--- src/rtl/pc_ctrl_pkg.sv ---
// ---------------------------------------------------------------------------
// pc_ctrl_pkg
//   Shared types and constants for the program-counter sequencer.
//   Contents:
//     pc_state_e        FSM state encoding (visible on state_o for debug)
//     INSTR_ALIGN_MASK  low PC bits that must be zero for a legal RV32I target
//     is_misaligned()   true when an address violates INSTR_ALIGN_MASK
// ---------------------------------------------------------------------------
package pc_ctrl_pkg;

   typedef enum logic [1:0] {
      PC_BOOT = 2'b00,
      PC_RUN  = 2'b01,
      PC_TRAP = 2'b10,
      PC_HALT = 2'b11
   } pc_state_e;

   localparam logic [31:0] INSTR_ALIGN_MASK = 32'h3;

   function automatic logic is_misaligned(input logic [31:0] addr);
      return (addr & INSTR_ALIGN_MASK) != 32'h0;
   endfunction

endpackage : pc_ctrl_pkg

--- src/rtl/full_adder_32bit.sv ---
// ---------------------------------------------------------------------------
// full_adder_32bit
//   32-bit adder with carry-in. The sum wraps modulo 2^32; the carry-out is
//   deliberately not exported because no caller needs it.
//   Ports:
//     a    in  32  first operand
//     b    in  32  second operand
//     cin  in  1   carry in
//     sum  out 32  a + b + cin, modulo 2^32
// ---------------------------------------------------------------------------
module full_adder_32bit (
   input  logic [31:0] a,
   input  logic [31:0] b,
   input  logic        cin,
   output logic [31:0] sum
);

   assign sum = a + b + {31'b0, cin};

endmodule : full_adder_32bit

--- src/rtl/pc_reg.sv ---
// ---------------------------------------------------------------------------
// pc_reg
//   Sequential-increment path of the PC: produces pc + 4 for the next-PC mux
//   and for the JAL/JALR link value. Wraps silently at the top of the
//   address space (32'hFFFF_FFFC + 4 = 32'h0).
//   Ports:
//     pc        in  32  current program counter
//     pc_plus4  out 32  pc + 4, modulo 2^32
// ---------------------------------------------------------------------------
module pc_reg (
   input  logic [31:0] pc,
   output logic [31:0] pc_plus4
);

   full_adder_32bit u_add4 (
      .a   (pc),
      .b   (32'd4),
      .cin (1'b0),
      .sum (pc_plus4)
   );

endmodule : pc_reg

--- src/rtl/pc_sequencer.sv ---
// ---------------------------------------------------------------------------
// pc_sequencer
//   Owns the architectural PC of the single-cycle RV32I core and selects its
//   next value each cycle. Next-PC candidates, highest priority first:
//   trap vector, branch/jump redirect, hold (stall / imem busy), PC + 4.
//   Adds a boot delay after reset, a debug halt/resume hook and trapping of
//   misaligned redirect targets.
//
//   Parameters:
//     RESET_VECTOR  first fetch address after reset
//     TRAP_VECTOR   PC loaded on any trap
//     BOOT_CYCLES   cycles spent in BOOT before the first fetch (0 = none)
//
//   Ports:
//     clk_i          in   1   core clock, rising edge
//     rst_ni         in   1   asynchronous active-low reset
//     imem_ready_i   in   1   imem accepts an address; 0 holds the PC
//     stall_i        in   1   hazard stall; 1 holds the PC
//     redirect_i     in   1   taken branch/jump
//     redirect_pc_i  in   32  branch/jump target
//     trap_i         in   1   exception / ecall request
//     halt_i         in   1   debug halt request
//     resume_i       in   1   debug resume request
//     pc_o           out  32  current PC (registered)
//     pc_plus4_o     out  32  pc_o + 4 (combinational)
//     fetch_valid_o  out  1   high only in RUN
//     epc_o          out  32  PC of the trapping instruction (registered)
//     misalign_o     out  1   one-cycle pulse on a misaligned redirect target
//     state_o        out  2   current FSM state
// ---------------------------------------------------------------------------
module pc_sequencer
   import pc_ctrl_pkg::*;
#(
   parameter logic [31:0] RESET_VECTOR = 32'h0000_0000,
   parameter logic [31:0] TRAP_VECTOR  = 32'h0000_0100,
   parameter int unsigned BOOT_CYCLES  = 2
) (
   input  logic        clk_i,
   input  logic        rst_ni,
   input  logic        imem_ready_i,
   input  logic        stall_i,
   input  logic        redirect_i,
   input  logic [31:0] redirect_pc_i,
   input  logic        trap_i,
   input  logic        halt_i,
   input  logic        resume_i,
   output logic [31:0] pc_o,
   output logic [31:0] pc_plus4_o,
   output logic        fetch_valid_o,
   output logic [31:0] epc_o,
   output logic        misalign_o,
   output logic [1:0]  state_o
);

   localparam int unsigned BOOT_W = (BOOT_CYCLES < 1) ? 1 : $clog2(BOOT_CYCLES + 1);
   localparam logic [BOOT_W-1:0] BOOT_LAST =
      BOOT_W'((BOOT_CYCLES > 0) ? (BOOT_CYCLES - 1) : 0);
   // With no boot delay the sequencer comes out of reset already fetching.
   localparam pc_state_e RESET_STATE = (BOOT_CYCLES == 0) ? PC_RUN : PC_BOOT;

   pc_state_e         state_reg, state_next;
   logic [31:0]       pc_val_reg, pc_next;
   logic [31:0]       epc_reg, epc_next;
   logic              misalign_reg, misalign_next;
   logic [BOOT_W-1:0] boot_cnt_reg, boot_cnt_next;
   logic [31:0]       pc_plus4;

   pc_reg u_pc_reg (
      .pc       (pc_val_reg),
      .pc_plus4 (pc_plus4)
   );

   // ------------------------------------------------------------------
   // Next-state / next-PC selection
   // ------------------------------------------------------------------
   always_comb begin
      state_next    = state_reg;
      pc_next       = pc_val_reg;
      epc_next      = epc_reg;
      misalign_next = 1'b0;
      boot_cnt_next = boot_cnt_reg;

      unique case (state_reg)
         PC_BOOT: begin
            // Requests are ignored until the first fetch.
            pc_next       = RESET_VECTOR;
            boot_cnt_next = boot_cnt_reg + BOOT_W'(1);
            if (boot_cnt_reg == BOOT_LAST) begin
               state_next = PC_RUN;
            end
         end

         PC_RUN: begin
            if (trap_i) begin
               epc_next   = pc_val_reg;
               pc_next    = TRAP_VECTOR;
               state_next = PC_TRAP;
            end else if (redirect_i && is_misaligned(redirect_pc_i)) begin
               misalign_next = 1'b1;
               epc_next      = pc_val_reg;
               pc_next       = TRAP_VECTOR;
               state_next    = PC_TRAP;
            end else if (halt_i) begin
               // An aligned redirect in the same cycle is dropped.
               state_next = PC_HALT;
            end else if (redirect_i) begin
               pc_next = redirect_pc_i;
            end else if (stall_i || !imem_ready_i) begin
               pc_next = pc_val_reg;
            end else begin
               pc_next = pc_plus4;
            end
         end

         PC_TRAP: begin
            // PC already sits at the trap vector; this cycle only flushes.
            state_next = PC_RUN;
         end

         PC_HALT: begin
            if (resume_i) begin
               state_next = PC_RUN;
            end
         end

         default: begin
            state_next = RESET_STATE;
         end
      endcase
   end

   // ------------------------------------------------------------------
   // State registers
   // ------------------------------------------------------------------
   always_ff @(posedge clk_i or negedge rst_ni) begin
      if (!rst_ni) begin
         state_reg <= RESET_STATE;
      end else begin
         state_reg <= state_next;
      end
   end

   always_ff @(posedge clk_i or negedge rst_ni) begin
      if (!rst_ni) begin
         pc_val_reg <= RESET_VECTOR;
      end else begin
         pc_val_reg <= pc_next;
      end
   end

   always_ff @(posedge clk_i or negedge rst_ni) begin
      if (!rst_ni) begin
         epc_reg <= 32'h0;
      end else begin
         epc_reg <= epc_next;
      end
   end

   always_ff @(posedge clk_i or negedge rst_ni) begin
      if (!rst_ni) begin
         misalign_reg <= 1'b0;
      end else begin
         misalign_reg <= misalign_next;
      end
   end

   always_ff @(posedge clk_i or negedge rst_ni) begin
      if (!rst_ni) begin
         boot_cnt_reg <= '0;
      end else begin
         boot_cnt_reg <= boot_cnt_next;
      end
   end

   // ------------------------------------------------------------------
   // Outputs
   // ------------------------------------------------------------------
   assign pc_o          = pc_val_reg;
   assign pc_plus4_o    = pc_plus4;
   assign fetch_valid_o = (state_reg == PC_RUN);
   assign epc_o         = epc_reg;
   assign misalign_o    = misalign_reg;
   assign state_o       = state_reg;

endmodule : pc_sequencer

--- config.mk ---
export PLATFORM = sky130hd
export DESIGN_NAME = pc_sequencer
export DESIGN_NICKNAME = d
export VERILOG_FILES = /design/src/rtl/pc_ctrl_pkg.sv /design/src/rtl/full_adder_32bit.sv /design/src/rtl/pc_reg.sv /design/src/rtl/pc_sequencer.sv
export SDC_FILE = /design/constraint.sdc
export NUM_CORES = 1
export LEC_CHECK = 0
export BUFFER_PORTS_ARGS = -buffer_cell sky130_fd_sc_hd__clkbuf_2
export CAP_MARGIN = 5
export CORE_ASPECT_RATIO = 0.75
export CORE_MARGIN = 8
export CORE_UTILIZATION = 38
export DETAILED_ROUTE_END_ITERATION = 16
export GPL_TIMING_DRIVEN = 0
export PLACE_DENSITY = 0.62
export SYNTH_ARGS = -nofsm -noshare
export SYNTH_HDL_FRONTEND = slang
export SYNTH_SLANG_ARGS = --single-unit
--- constraint.sdc ---
create_clock -name clk_i -period 2 [get_ports clk_i]
set_input_delay 0.5 -clock clk_i [delete_from_list [all_inputs] [get_ports clk_i]]
set_output_delay 0.5 -clock clk_i [all_outputs]
set_load 0.1 [all_outputs]
==> results.sh <==
export IMPL_placed_area_sq_um=5520
export IMPL_syn_cell_area_sq_um=3870
export IMPL_first_iter_violations=275
export IMPL_cts_root_buf="clkbuf_16"
export IMPL_final_common_cell="clkbuf_2"
export IMPL_cts_max_level=3
export IMPL_syn_avg_cell_area_sq_um=10.1
export IMPL_worst_r2r_cell_count=8
export IMPL_drcViolationCount=0
export IMPL_failed_checks="negative setup slack"
export IMPL_synthCells=385
export IMPL_clkLatencyLatePin_ps=340
export IMPL_min_path_type="input pin to async pin"
export IMPL_dp_cells=660
export IMPL_synth_largest_area_cell="dfrtp_1"
export IMPL_synth_flop_cell="dfrtp_1"
export IMPL_cts_sinks=69
export IMPL_antenna_found_initial=0
export IMPL_setup_ws_ps=-766
export IMPL_start_util_pct=38.4
export IMPL_finClkSkew_ps=6.52
export IMPL_holdBufCountCts=0
export IMPL_outcome="finished, violations left"
export IMPL_area_growth_synth_to_final_pct=86.9
export IMPL_final_cells=753
export IMPL_pwr_density_cell_nw_per_um2=855
export IMPL_reg2reg_to="pc_o[26]"
export IMPL_core_rowCount=32
export IMPL_ant_nets=0
export IMPL_cp_arrival_ps=2270
export IMPL_place_worst_setup_slack_ps=-943
export IMPL_clock_path_buffers=2
export IMPL_via_per_inst=5.50
export IMPL_synth_seq_cells=69
export IMPL_critPathCaptureType="output port"
export IMPL_p_leak_nw=3.44
export IMPL_clk_pin_slew_ps=60
export IMPL_grt_max_degree=54
export IMPL_synth_nets=428
export IMPL_die_area_sq_um=13700
export IMPL_gp_congestion=0.816
export IMPL_synth_top_cells_by_area="dfrtp_1 (45%), mux2_2 (7.9%), o21ai_0 (3.9%)"
export IMPL_hold_viol=0
export IMPL_rsz0062_at_grt="yes"
export IMPL_ios=140
export IMPL_synth_cell_types=58
export IMPL_crit_type="flip-flop to output port"
export IMPL_final_cell_mix="clkbuf_2 (106), buf_4 (59), dfrtp_1 (39)"
export IMPL_final_core_util_pct=71.7
export IMPL_grt_pass1_wl_um=23900
export IMPL_wl_um=15800
export IMPL_drv_cap=0
export IMPL_fill_cells=707
export IMPL_grt_ovfl_total=0
export IMPL_worstReg2RegStart="pc_o[8]"
export IMPL_cts_buffers=9
export IMPL_grt_pass1_vias=4217
export IMPL_period_needed_ps=2770
export IMPL_antenna_cells=0
export IMPL_stdcell_area_sq_um=7230
export IMPL_portBuffers=138
export IMPL_hpwl_um=10400
export IMPL_die_w_um=133
export IMPL_r2r_setup_slack_ps=-70
export IMPL_critPathRequiredTime_ps=1500
export IMPL_path_max_fanout=4
export IMPL_setup_viol=31
export IMPL_layout_nets=655
export IMPL_p_total_w=0.00619
export IMPL_tritoncts="yes"
export IMPL_peakVddDrop_mv=0.806
export IMPL_drt_pass1_iterations=5
export IMPL_yosys_warnings=0
export IMPL_wl_per_cell_um=21.0
export IMPL_tightest_slew_ps=615
export IMPL_final_layout_size_suffix_gt1_share_pct=62.6
export IMPL_synth_seq_area_share_pct=44.6
export IMPL_dieHeight_um=103
export IMPL_crit_path_start_kind="flip-flop"
export IMPL_max_slew_margin_rel_pct=58.7
export IMPL_finalCritPeriodShare_pct=138
export IMPL_grt_usage_pct=22.6
export IMPL_fmax_ghz=0.362
export IMPL_synth_top_area_share_pct=44.6
export IMPL_design_core_area_sq_um=10100
export IMPL_synth_edff_count=0
export IMPL_vias=4143
export IMPL_maxSlewViolCount=0
export IMPL_ys_async_sr_fraction_pct=100
==> worst max-delay path, cell delays in order (launching register included) <==
cell       delay (ps)
dfrtp_4           470
ha_4              160
nand2_4            50
nor2_4             90
or4b_4            510
nor3_4            240
xor2_4            190
clkbuf_16         220
==> cell families after synthesis <==
group                      Yosys count  synth area share, %
and+or+nand+nor                    129                 19.7
AOI/OAI and AO/OA                   94                 16.4
DFF                                 69                 44.6
buffers and inverters               33                 3.72
xor gates and xnor gates            29                 6.56
muxes                               28                 8.12
adders and majority gates            3                0.970
==> metrics by stage <==
stage / hold WS, ps / setup TNS (ps)
floorplan: 204 / -21120
global placement: 462 / -53620
detailed placement: 417 / -33380
CTS: 52.8 / -16260
global route: 64.5 / -17360
finish: 54.4 / -15360
==> what timing repair did <==
action,in CTS,in global routing
resized for setup,109,63
pin swaps,24,35
buffers inserted,47,34
endpoints found under the setup margin,55,64
hold endpoints to repair,0,0
==> how the worst max path moves through the flow <==
stage / depth (start not counted) / from / to
finish: 7 / pc_o[2] / pc_plus4_o[20]
CTS: 7 / pc_o[3] / pc_plus4_o[20]
floorplan: 5 / pc_o[8] / pc_plus4_o[20]
global placement: 6 / pc_o[2] / pc_plus4_o[30]
detailed placement: 6 / pc_o[2] / pc_plus4_o[30]
global route: 7 / pc_o[2] / pc_plus4_o[20]
==> synth_stat cells (4+ instances only) <==
master / number
dfrtp_1: 69
nand2_1: 33
o21ai_0: 30
mux2_2: 27
nor2_1: 24
xnor2_1: 17
nor3_1: 15
clkbuf_1: 13
a21oi_1: 12
nand3_1: 12
xor2_1: 12
inv_1: 10
a22oi_1: 8
buf_2: 6
nand4_1: 6
a21o_1: 5
a41oi_1: 5
and2_1: 5
and3_1: 5
nor4_1: 4
==> where the power goes <==
group / internal, W / leakage [nW] / switching [W]
clock network: 0.000963 / 0.138 / 0.000639
logic: 0.000765 / 2.41 / 0.00207
registers: 0.00157 / 0.891 / 0.000172
==> per-layer routing <==
metal  vias to the layer above  global-route usage (%)  part of all wire [%]
met3                        26                    7.43                   8.6
met1                      2052                    29.5                    42
met4                         0                    7.83                   1.8
met5                         -                       0                     0
li1                       1868                       -                     -
met2                       197                    34.7                    48
==> area by class of cell <==
| class | count | area (sq um) | area share [%] |
|---|---|---|---|
| Sequential cell | 69 | 1820 | 25.1 |
| Clock inverter | 6 | 63.8 | 0.882 |
| Multi-Input combinational cell | 283 | 2820 | 39.0 |
| Buffer | 20 | 140 | 1.94 |
| Clock buffer | 10 | 229 | 3.16 |
| Timing Repair Buffer | 219 | 1950 | 27.0 |
| Inverter | 10 | 37.5 | 0.519 |
| Tap cell | 136 | 170 | 2.35 |
(Power assumes the default switching activity.)
